`config.mk`:
```
export PLATFORM = sky130hd
export DESIGN_NAME = fight_controller
export DESIGN_NICKNAME = d
export VERILOG_FILES = /design/src/rtl/fight_pkg.sv /design/src/rtl/fight_controller_lfsr8.sv /design/src/rtl/fight_controller.sv
export SDC_FILE = /design/constraint.sdc
export NUM_CORES = 1
export LEC_CHECK = 0
export CORE_ASPECT_RATIO = 1.1
export CORE_MARGIN = 2
export CORE_UTILIZATION = 61
export DETAILED_ROUTE_END_ITERATION = 12
export PLACE_DENSITY = 0.91
export SYNTH_ARGS = -nofsm -noshare
export SYNTH_HDL_FRONTEND = slang
export SYNTH_SLANG_ARGS = --single-unit
```
`constraint.sdc`:
```
create_clock -name clk -period 6 [get_ports clk]
set_clock_uncertainty 0.1 [all_clocks]
set_input_delay 1.5 -clock clk [delete_from_list [all_inputs] [get_ports clk]]
set_output_delay 1.5 -clock clk [all_outputs]
set_load 0.01 [all_outputs]
```
`src/rtl/fight_pkg.sv`:
```
// Shared definitions for the fight controller.
// Contents:
//   fight_state_t - 6-bit state codes understood by the fight-scene renderer
//   OPT_1..OPT_4  - 4-bit option codes of the 2x2 skill grid
//   skill_dmg()   - damage dealt by each skill option
package fight_pkg;

    typedef enum logic [5:0] {
        ST_IDLE     = 6'd0,
        ST_MENU     = 6'd1,
        ST_CHOOSING = 6'd2,
        ST_ANIM_P1  = 6'd3,   // P1 attack animation
        ST_ANIM_P2  = 6'd4,   // P2 attack animation
        ST_HPRED_P1 = 6'd5,   // P1 losing HP
        ST_HPRED_P2 = 6'd6,   // P2 losing HP
        ST_DONE     = 6'd7
    } fight_state_t;

    localparam logic [3:0] OPT_1 = 4'd1;
    localparam logic [3:0] OPT_2 = 4'd2;
    localparam logic [3:0] OPT_3 = 4'd3;
    localparam logic [3:0] OPT_4 = 4'd4;

    function automatic logic [7:0] skill_dmg(input logic [3:0] opt);
        case (opt)
            OPT_1:   return 8'd10;
            OPT_2:   return 8'd20;
            OPT_3:   return 8'd30;
            OPT_4:   return 8'd40;
            default: return 8'd0;
        endcase
    endfunction

endpackage

```
`src/rtl/fight_controller_lfsr8.sv`:
```
// 8-bit Fibonacci LFSR, polynomial x^8+x^6+x^5+x^4+1, stepping every clock.
// Ports:
//   clk - system clock
//   rst - synchronous active-high reset, loads SEED
//   q   - current register value
// A zero SEED locks the register at zero, so SEED must be non-zero.
module lfsr8 #(
    parameter logic [7:0] SEED = 8'hA5
) (
    input  logic       clk,
    input  logic       rst,
    output logic [7:0] q
);

    always_ff @(posedge clk) begin
        if (rst) begin
            q <= SEED;
        end else begin
            q <= {q[6:0], q[7] ^ q[5] ^ q[4] ^ q[3]};
        end
    end

endmodule

```
`src/rtl/fight_controller.sv`:
```
// Turn-based battle engine feeding the fight-scene renderer.
// P1 picks a skill from a 2x2 grid with one-pulse keys; P2 (CPU) picks a
// skill from the low LFSR bits. Attack animations and HP drain advance on
// the per-frame tick.
// Ports:
//   clk, rst           - clock, synchronous active-high reset
//   tick               - one pulse per video frame
//   start              - begin a fight from IDLE or DONE
//   key_up/down/left/right/enter - one-pulse key inputs
//   fight_state        - state code (fight_pkg::fight_state_t)
//   option_state       - highlighted option 1..4
//   p1_cur_hp/p2_cur_hp - player HP
//   winner             - 0 none, 1 P1, 2 P2
//   fight_done         - high while in DONE
module fight_controller
    import fight_pkg::*;
#(
    parameter int         HP_MAX     = 200,
    parameter int         ANIM_TICKS = 60,
    parameter logic [7:0] LFSR_SEED  = 8'hA5
) (
    input  logic       clk,
    input  logic       rst,
    input  logic       tick,
    input  logic       start,
    input  logic       key_up,
    input  logic       key_down,
    input  logic       key_left,
    input  logic       key_right,
    input  logic       key_enter,
    output logic [5:0] fight_state,
    output logic [3:0] option_state,
    output logic [7:0] p1_cur_hp,
    output logic [7:0] p2_cur_hp,
    output logic [1:0] winner,
    output logic       fight_done
);

    localparam logic [7:0] HP_INIT   = 8'(HP_MAX);
    localparam logic [7:0] ANIM_LAST = 8'(ANIM_TICKS - 1);

    // Decrement that never wraps below zero.
    function automatic logic [7:0] sat_dec(input logic [7:0] v, input logic en);
        return (en && v != 8'd0) ? v - 8'd1 : v;
    endfunction

    fight_state_t state_q, state_d;
    logic [3:0]   opt_q, opt_d;
    logic [7:0]   p1_q, p1_d, p2_q, p2_d;
    logic [7:0]   dmg_q, dmg_d;
    logic [7:0]   cnt_q, cnt_d;
    logic [1:0]   win_q, win_d;
    logic         done_q;

    logic [7:0]   lfsr_q;
    logic         lfsr_unused;
    logic [3:0]   cpu_opt;
    logic [1:0]   idx, idx_n;
    logic [3:0]   opt_moved;
    logic [7:0]   drain_hp, hp_n, dmg_n;
    logic         hit;

    lfsr8 #(.SEED(LFSR_SEED)) u_lfsr (
        .clk (clk),
        .rst (rst),
        .q   (lfsr_q)
    );

    // Only the two low bits choose the CPU skill; the rest just feed the shifter.
    assign lfsr_unused = ^lfsr_q[7:2];
    assign cpu_opt     = {2'b00, lfsr_q[1:0]} + 4'd1;

    // Grid move: bit 1 of the zero-based index is the row, bit 0 the column.
    // Priority up > down > left > right; enter is handled by the FSM first.
    always_comb begin
        idx   = 2'(opt_q - 4'd1);
        idx_n = idx;
        if (key_up || key_down)         idx_n = idx ^ 2'b10;
        else if (key_left || key_right) idx_n = idx ^ 2'b01;
        opt_moved = {2'b00, idx_n} + 4'd1;
    end

    // Shared drain step: whichever player is losing HP this state.
    always_comb begin
        drain_hp = (state_q == ST_HPRED_P1) ? p1_q : p2_q;
        hit      = (drain_hp != 8'd0) && (dmg_q != 8'd0);
        hp_n     = sat_dec(drain_hp, hit);
        dmg_n    = sat_dec(dmg_q, hit);
    end

    always_comb begin
        state_d = state_q;
        opt_d   = opt_q;
        p1_d    = p1_q;
        p2_d    = p2_q;
        dmg_d   = dmg_q;
        cnt_d   = cnt_q;
        win_d   = win_q;

        case (state_q)
            ST_IDLE, ST_DONE: begin
                if (start) begin
                    state_d = ST_MENU;
                    opt_d   = OPT_1;
                    p1_d    = HP_INIT;
                    p2_d    = HP_INIT;
                    dmg_d   = 8'd0;
                    cnt_d   = 8'd0;
                    win_d   = 2'd0;
                end
            end
            ST_MENU: begin
                if (key_enter) begin
                    state_d = ST_CHOOSING;
                    opt_d   = OPT_1;
                end else begin
                    opt_d = opt_moved;
                end
            end
            ST_CHOOSING: begin
                if (key_enter) begin
                    state_d = ST_ANIM_P1;
                    dmg_d   = skill_dmg(opt_q);
                    cnt_d   = 8'd0;
                end else begin
                    opt_d = opt_moved;
                end
            end
            ST_ANIM_P1, ST_ANIM_P2: begin
                if (tick) begin
                    if (cnt_q >= ANIM_LAST) begin
                        cnt_d   = 8'd0;
                        state_d = (state_q == ST_ANIM_P1) ? ST_HPRED_P2 : ST_HPRED_P1;
                    end else begin
                        cnt_d = cnt_q + 8'd1;
                    end
                end
            end
            ST_HPRED_P2: begin
                if (tick) begin
                    p2_d  = hp_n;
                    dmg_d = dmg_n;
                    // A knockout wins over the end of the attack.
                    if (hp_n == 8'd0) begin
                        state_d = ST_DONE;
                        win_d   = 2'd1;
                    end else if (dmg_n == 8'd0) begin
                        state_d = ST_ANIM_P2;
                        dmg_d   = skill_dmg(cpu_opt);
                        cnt_d   = 8'd0;
                    end
                end
            end
            ST_HPRED_P1: begin
                if (tick) begin
                    p1_d  = hp_n;
                    dmg_d = dmg_n;
                    if (hp_n == 8'd0) begin
                        state_d = ST_DONE;
                        win_d   = 2'd2;
                    end else if (dmg_n == 8'd0) begin
                        state_d = ST_MENU;
                        opt_d   = OPT_1;
                    end
                end
            end
            default: state_d = ST_IDLE;
        endcase
    end

    always_ff @(posedge clk) begin
        if (rst) begin
            state_q <= ST_IDLE;
            opt_q   <= OPT_1;
            p1_q    <= HP_INIT;
            p2_q    <= HP_INIT;
            dmg_q   <= 8'd0;
            cnt_q   <= 8'd0;
            win_q   <= 2'd0;
            done_q  <= 1'b0;
        end else begin
            state_q <= state_d;
            opt_q   <= opt_d;
            p1_q    <= p1_d;
            p2_q    <= p2_d;
            dmg_q   <= dmg_d;
            cnt_q   <= cnt_d;
            win_q   <= win_d;
            done_q  <= (state_d == ST_DONE);
        end
    end

    assign fight_state  = state_q;
    assign option_state = opt_q;
    assign p1_cur_hp    = p1_q;
    assign p2_cur_hp    = p2_q;
    assign winner       = win_q;
    assign fight_done   = done_q;

endmodule

```
==> out/qor.txt, run 1 <==
outcome -> completed
ANT cells -> 0
Ports -> 38
TritonCTS Buffers -> 5
Vias/cell -> 6.293
top_reg_cell synth -> dfxtp_1
wire length per cell -> 16.32 um
Reg2Reg Depth -> 13
hold buffers post-CTS -> 0
Slew headroom -> 41.40%
FP Rows -> 28
largest net degree at the start of global routing -> 36
Final GP Congestion -> 1.052
root buffer cell -> clkbuf_8
Setup CP Type -> flip-flop to flip-flop
Clk pwr share -> 36.9%
Worst-Margin Slew -> 0.8722 ns
Tot GR Track Use -> 29.56%
RR Startpoint -> fight_state[0]
layout net count -> 468
WHS Path Cells -> 1
PD cells -> 169.6 nW/um^2
min-delay src -> u_lfsr.q[6]
Starting Density -> 63.31%
Clock transition at path regs -> 0.10 ns
yosys warns -> 0
Placed Cells -> 515
total grt overflow -> 0
clk sink count -> 52
final hold vios -> 0
endpoints failing setup -> 0
Clk Latency, worst-skew pair -> 0.31 ns
Worst Setup Start Kind -> flip-flop
met2 Use GR -> 48.68%
Die Width -> 75.11 um
hold_ws -> 0.3336 ns
die height -> 82.23 um
Core Area -> 5360 sq um
GRT met3 Usage -> 4.733%
R2R Path End -> cnt_q[3]
Vias -> 3291
Final min period -> 5.032 ns
sequential share of the synthesized area -> 30.68%
Synth Instances -> 419
Syn-to-layout area delta -> 13.68%
GRT met1 Usage -> 36.26%
Finished Layout Cells -> 523
Multi-input gate area -> 2146 sq um
vias in the first global route -> 3063
CP endpoint kind -> flip-flop
Net Sw Frac -> 23.83%
most crowded layer after global routing -> met2
Hold Path Class -> flip-flop to flip-flop
Comb pwr share -> 8.8%
data required time of the critical path -> 6.10 ns
number of port buffers -> 36
DRC -> 0
Flop pwr share -> 54.3%
Mapped Area -> 3393 sq um
DPL Wire Length -> 6317 um
Worst Path Arrival -> 5.13 ns
Die Footprint -> 6176 sq um
Max FO, Critical Path -> 25
fillers -> 432
layout cell share with drive strength beyond 1 -> 7.813%
maximum vdd drop -> 0.1626 mV
Final Util -> 71.97%
post-synth cell types -> 73
initial antenna violation count -> 0
antenna viol nets, final -> 0
CTS H-Tree Depth -> 2
CTS tree -> done
CTS resizes -> 0
internal power component -> 498.2 uW
R2R Setup Slk -> 0.97 ns
Total Routed Length -> 8536 um
FMAX -> 198.7 MHz
Setup Buffers After CTS -> 0
Seq. cell area -> 1041 sq um
Max clock buf depth -> 2
Final Max Slew Viols -> 0
number of flops mapped to enable cells by yosys -> 0
setup_tns -> 0 ns
final period utilization -> 83.87%
initial detailed-routing violation count -> 280
asr flop ratio synth -> 0%
Leak -> 1.488 nW
max cap viols -> 0
Initial DRT Pass Iterations -> 5
WHS Endpoint -> u_lfsr.q[7]
Avg Inst Size Synth -> 8.098 sq um
first-pass GRT wire length -> 14190 um
#FFs+latches synth -> 52
Switch Pwr -> 155.9 uW
RSZ-0062 raised after global routing -> no
cells in the mapped netlist (2+ instances only):
| master | n | share of area (%) |
|---|---|---|
| nor3_1 | 22 | 3.2 |
| and3_1 | 3 | 0.55 |
| or3_1 | 7 | 1.3 |
| o21ai_2 | 2 | 0.52 |
| a31oi_1 | 6 | 1.1 |
| o211ai_2 | 2 | 0.74 |
| o211ai_1 | 5 | 1.1 |
| a221oi_1 | 2 | 0.52 |
| buf_6 | 7 | 2.3 |
| nor2_1 | 43 | 4.8 |
| a22oi_1 | 10 | 2.2 |
| a211o_1 | 2 | 0.52 |
| o22ai_1 | 5 | 0.92 |
| nand2_1 | 46 | 5.1 |
| nor4b_4 | 2 | 1.4 |
| buf_1 | 2 | 0.22 |
| or2_2 | 2 | 0.37 |
| o21ai_1 | 2 | 0.29 |
| dfxtp_1 | 52 | 31 |
| ha_1 | 12 | 4.4 |
| o32ai_1 | 4 | 1.0 |
| nand3_1 | 8 | 1.2 |
| o2111ai_1 | 2 | 0.52 |
| nor4_1 | 3 | 0.55 |
| a21oi_1 | 23 | 3.4 |
| a211oi_1 | 2 | 0.44 |
| o41ai_1 | 2 | 0.52 |
| nor2b_1 | 7 | 1.3 |
| and2_1 | 3 | 0.55 |
| nand3b_1 | 2 | 0.44 |
| o21ai_0 | 22 | 3.2 |
| o211a_1 | 4 | 1.2 |
| xnor2_1 | 7 | 1.8 |
| mux2i_1 | 13 | 3.8 |
| xor2_1 | 8 | 2.1 |
| nor3b_1 | 5 | 1.1 |
| inv_1 | 18 | 2.0 |
| clkbuf_1 | 11 | 1.2 |
| o21a_1 | 2 | 0.44 |
| nand2b_1 | 5 | 0.92 |
| o31ai_1 | 2 | 0.44 |
critical path: stages, from the launching register on:
cell      delay (ns)
dfxtp_1         0.78
and3b_1         0.35
nand2_1         0.31
mux2i_1         0.38
ha_1            0.31
nand2b_1        0.09
or3_1           0.42
o211ai_2        0.42
nor2_1          0.12
xnor2_1         0.22
nor4b_4         0.69
o21ai_2         0.30
and3_2          0.25
a31o_1          0.18
power groups by stage:
stage | Combinational [mW] | Sequential (mW) | Clock [mW]
3_5_place_dp | 0.0568 | 0.363 | 0
6_report | 0.0576 | 0.355 | 0.241
5_1_grt | 0.0636 | 0.356 | 0.261
2_1_floorplan | 0.0408 | 0.363 | 0
4_1_cts | 0.0571 | 0.355 | 0.243
3_3_place_gp | 0.0550 | 0.363 | 0
routing by layer:
| layer | part of all wire (%) | wire length (um) |
|---|---|---|
| met5 | 0 | 0 |
| met4 | 3.9 | 337 |
| met3 | 5.9 | 505 |
| met2 | 49 | 4167 |
| met1 | 41 | 3526 |
cell usage in the layout, fill, tap and decap left out, types with 3 or more instances in the layout:
| cell | netlist | layout |
|---|---|---|
| or3_1 | 7 | 7 |
| dfxtp_1 | 52 | 52 |
| nor2b_1 | 7 | 7 |
| clkbuf_8 | 0 | 5 |
| conb_1 | 1 | 4 |
| o211ai_1 | 5 | 5 |
| a22oi_1 | 10 | 10 |
| nand2b_1 | 5 | 5 |
| nand2_1 | 46 | 46 |
| nor4_1 | 3 | 3 |
| nand3_1 | 8 | 8 |
| a31oi_1 | 6 | 6 |
| ha_1 | 12 | 12 |
| and2_1 | 3 | 3 |
| o21ai_0 | 22 | 22 |
| o32ai_1 | 4 | 4 |
| clkdlybuf4s50_1 | 0 | 36 |
| xnor2_1 | 7 | 7 |
| mux2i_1 | 13 | 13 |
| o22ai_1 | 5 | 5 |
| xor2_1 | 8 | 8 |
| nor2_1 | 43 | 43 |
| nor3b_1 | 5 | 5 |
| inv_1 | 18 | 18 |
| a21oi_1 | 23 | 23 |
| nor3_1 | 22 | 22 |
| o211a_1 | 4 | 4 |
| buf_4 | 1 | 5 |
| and3_1 | 3 | 3 |
worst max-delay path by stage:
stage,startpoint,end,slack (ns)
2_1_floorplan,fight_state[1],fight_done,2.03
3_3_place_gp,fight_state[0],cnt_q[3],1.27
3_5_place_dp,fight_state[0],cnt_q[4],1.07
4_1_cts,fight_state[0],cnt_q[3],1.05
5_1_grt,fight_state[0],cnt_q[3],0.62
6_report,fight_state[0],cnt_q[3],0.97
per-stage QoR:
| step | power, mW | setup slack (ns) | instance area (sq um) |
|---|---|---|---|
| final | 0.6541 | 0.9675 | 3857 |
| after global placement | 0.4180 | 1.270 | 3746 |
| after floorplan | 0.4038 | 2.033 | 3405 |
| after global routing | 0.6807 | 0.6194 | 3857 |
| after detailed placement | 0.4203 | 1.066 | 3746 |
| after CTS | 0.6557 | 1.048 | 3857 |
state kept, by name, indices dropped and copies added, names as in the netlist:
register	flops
u_lfsr.q	8
p1_cur_hp	8
winner	2
cnt_q	8
p2_cur_hp	8
fight_done	1
dmg_q	8
option_state	3
fight_state	6
final cells by class:
class	instances	area share, %
Timing Repair Buffer	41	10.31
Clock inverter	3	1.103
Tap cell	75	2.433
Multi-Input combinational cell	329	55.63
Clock buffer	5	1.784
Inverter	18	1.752
Sequential cell	52	26.99
logic make-up after synthesis:
group                      Yosys count  share of synthesized area (%)
adders and majority gates           12                          4.425
buffers and inverters               41                          6.416
and+or+nand+nor                    168                          25.52
xor gates and xnor gates            15                          3.872
muxes                               14                          4.167
DFF                                 52                          30.68
other                                1                         0.1105
AOI/OAI and AO/OA                  116                          24.82
(Power assumes the default switching activity.)
==> run 2, diff against run 1 <==
--- a/config.mk
+++ b/config.mk
@@ -7,9 +7,9 @@
 export LEC_CHECK = 0
 export CORE_ASPECT_RATIO = 1.1
 export CORE_MARGIN = 2
-export CORE_UTILIZATION = 61
+export CORE_UTILIZATION = 51
 export DETAILED_ROUTE_END_ITERATION = 12
-export PLACE_DENSITY = 0.91
+export PLACE_DENSITY = 0.81
 export SYNTH_ARGS = -nofsm -noshare
 export SYNTH_HDL_FRONTEND = slang
 export SYNTH_SLANG_ARGS = --single-unit
==> constraint.sdc (replaced) <==
create_clock -name clk -period 4.29 [get_ports clk]
set_clock_uncertainty 0.1 [all_clocks]
set_input_delay 1.0725 -clock clk [delete_from_list [all_inputs] [get_ports clk]]
set_output_delay 1.0725 -clock clk [all_outputs]
set_load 0.01 [all_outputs]
==> out/qor.txt, run 2 (synthesis results as in run 1) <==
outcome -> completed
Post-Place Worst Slack -> 0.01803 ns
Die Footprint -> 7323 sq um
antenna viol nets, final -> 0
Vias -> 3324
Max clock buf depth -> 2
wire length per cell -> 16.19 um
critical-path cell list -> nor3_1, nand2_1, mux2i_2, ha_1, nand2b_1, or3_1, o211ai_4, nor3_1, xnor2_1, nor4b_4, buf_4, o21ai_4, o21ai_0, a31o_1
cell with the most instances on the worst path -> nor3_1
Clk Latency, worst-skew pair -> 0.31 ns
Switch Pwr -> 221.0 uW
Leak -> 1.538 nW
total grt overflow -> 0
endpoints failing setup -> 0
Flop pwr share -> 53.0%
internal power component -> 717.1 uW
number of port buffers -> 36
final period utilization -> 93.05%
CP max stage cell -> or3_1
Clk pwr share -> 38.2%
FMAX -> 250.5 MHz
setup ws final -> 0.2983 ns
fillers -> 601
Final Max Slew Viols -> 0
maximum vdd drop -> 0.2161 mV
Tot GR Track Use -> 25.22%
layout net count -> 475
CTS H-Tree Depth -> 2
setup_tns -> 0 ns
Total Routed Length -> 8693 um
Final GP Congestion -> 1.030
Starting Density -> 52.07%
Syn-to-layout area delta -> 16.74%
DPL Wire Length -> 6393 um
first-pass GRT wire length -> 14430 um
Worst Setup Start Kind -> flip-flop
max incr delay on CP -> 0.44 ns
Vias/cell -> 6.190
Initial DRT Pass Iterations -> 5
data required time of the critical path -> 4.40 ns
PD cells -> 236.8 nW/um^2
Worst Path Arrival -> 4.10 ns
Multi-input gate area -> 2178 sq um
Setup CP Type -> flip-flop to flip-flop
Hold Path Class -> flip-flop to flip-flop
Clock transition at path regs -> 0.10 ns
CTS tree -> done
layout cell share with drive strength beyond 1 -> 9.890%
vias in the first global route -> 3096
clk sink count -> 52
most common cell after layout, fill and taps aside -> dfxtp_1
die height -> 89.55 um
initial antenna violation count -> 0
Slew headroom -> 39.44%
initial detailed-routing violation count -> 156
CP endpoint kind -> flip-flop
Seq. cell area -> 1041 sq um
Final min period -> 3.992 ns
Ports -> 38
FP Rows -> 31
Core Area -> 6516 sq um
RSZ-0062 raised after global routing -> no
largest net degree at the start of global routing -> 35
most frequent cells in the layout -> dfxtp_1, nand2_1, nor2_1, clkdlybuf4s50_1, a21oi_1
TritonCTS Buffers -> 5
Max FO, Critical Path -> 11
hold buffers post-CTS -> 0
ANT cells -> 0
Net Sw Frac -> 23.56%
Worst-Margin Slew -> 0.9000 ns
final hold vios -> 0
Comb pwr share -> 8.8%
max cap viols -> 0
DRC -> 0
Die Width -> 81.77 um
root buffer cell -> clkbuf_8
-- run 2: changes by cell type in the layout (fill, tap and decap cells not counted), sizes merged --
cell	previous run	this run
clkinvlp	1	0
buf	5	12
clkbuf	5	6
-- run 2: cell type report --
cell class | instances | area share, %
Clock buffer | 6 | 2.085
Clock inverter | 2 | 0.9792
Inverter | 18 | 1.706
Multi-Input combinational cell | 329 | 54.99
Sequential cell | 52 | 26.28
Tap cell | 82 | 2.590
Timing Repair Buffer | 48 | 11.37
-- run 2: per-stage QoR --
stage / cells / hold WS, ns / total power [mW] / util (%) / instance area [sq um]
2_1_floorplan: 422 / 0.2895 / 0.5647 / - / 3405
3_3_place_gp: 527 / 0.2969 / 0.5868 / 58.20 / 3792
5_1_grt: 537 / 0.3574 / 0.9733 / 60.79 / 3961
6_report: 537 / 0.3251 / 0.9382 / 60.79 / 3961
3_5_place_dp: 527 / 0.2992 / 0.5890 / 58.20 / 3792
4_1_cts: 536 / 0.3309 / 0.9458 / 60.18 / 3921
-- run 2: worst max-delay path, delay by kind of cell, from the launching register on --
family                   cells  cell delay [ns]
adder cells (fa/ha/maj)      1             0.29
multiplexers                 1             0.31
AND/OR/NAND/NOR              6             1.23
buffers and inverters        1             0.19
AO/OA/AOI/OAI                4             1.03
flip-flops                   1             0.33
XOR/XNOR                     1             0.39
-- run 2: layer usage --
layer | vias up | global-route usage [%] | part of all wire, %
li1 | 1589 | - | -
met1 | 1566 | 29.26 | 41
met2 | 140 | 43.83 | 49
met3 | 29 | 4.545 | 6.2
met4 | 0 | 13.48 | 3.4
met5 | - | 0 | 0
-- run 2: power by group through the flow --
stage | logic, mW | clock network (mW) | registers (mW)
after floorplan | 0.0571 | 0 | 0.508
after global placement | 0.0794 | 0 | 0.507
after detailed placement | 0.0808 | 0 | 0.508
after CTS | 0.0815 | 0.367 | 0.497
after global routing | 0.0916 | 0.383 | 0.498
final | 0.0826 | 0.359 | 0.497
-- run 2: path summary, 6_finish.rpt --
| check | start | to | slack, ns | cells after the start |
|---|---|---|---|---|
| setup reg to reg | fight_state[3] | cnt_q[3] | 0.30 | 14 |
| setup / recovery | fight_state[3] | cnt_q[3] | 0.30 | 14 |
| hold / removal | u_lfsr.q[6] | u_lfsr.q[7] | 0.33 | 1 |
| hold reg to reg | u_lfsr.q[6] | u_lfsr.q[7] | 0.33 | 1 |
-- run 2: repair_timing --
action | 4_1_cts | 5_1_grt
resized for setup | 0 | 5
pin swaps | 1 | 2
cloned | 0 | 0
setup buffers | 1 | 1
endpoints found under the setup margin | 1 | 21
==> run 3, diff against run 2 <==
--- a/config.mk
+++ b/config.mk
@@ -10,6 +10,7 @@
 export CORE_UTILIZATION = 51
 export DETAILED_ROUTE_END_ITERATION = 12
 export PLACE_DENSITY = 0.81
+export SLEW_MARGIN = 25
 export SYNTH_ARGS = -nofsm -noshare
 export SYNTH_HDL_FRONTEND = slang
 export SYNTH_SLANG_ARGS = --single-unit
==> results of run 3 <==
Final layout, timing and power as in run 2 (identical DEF).
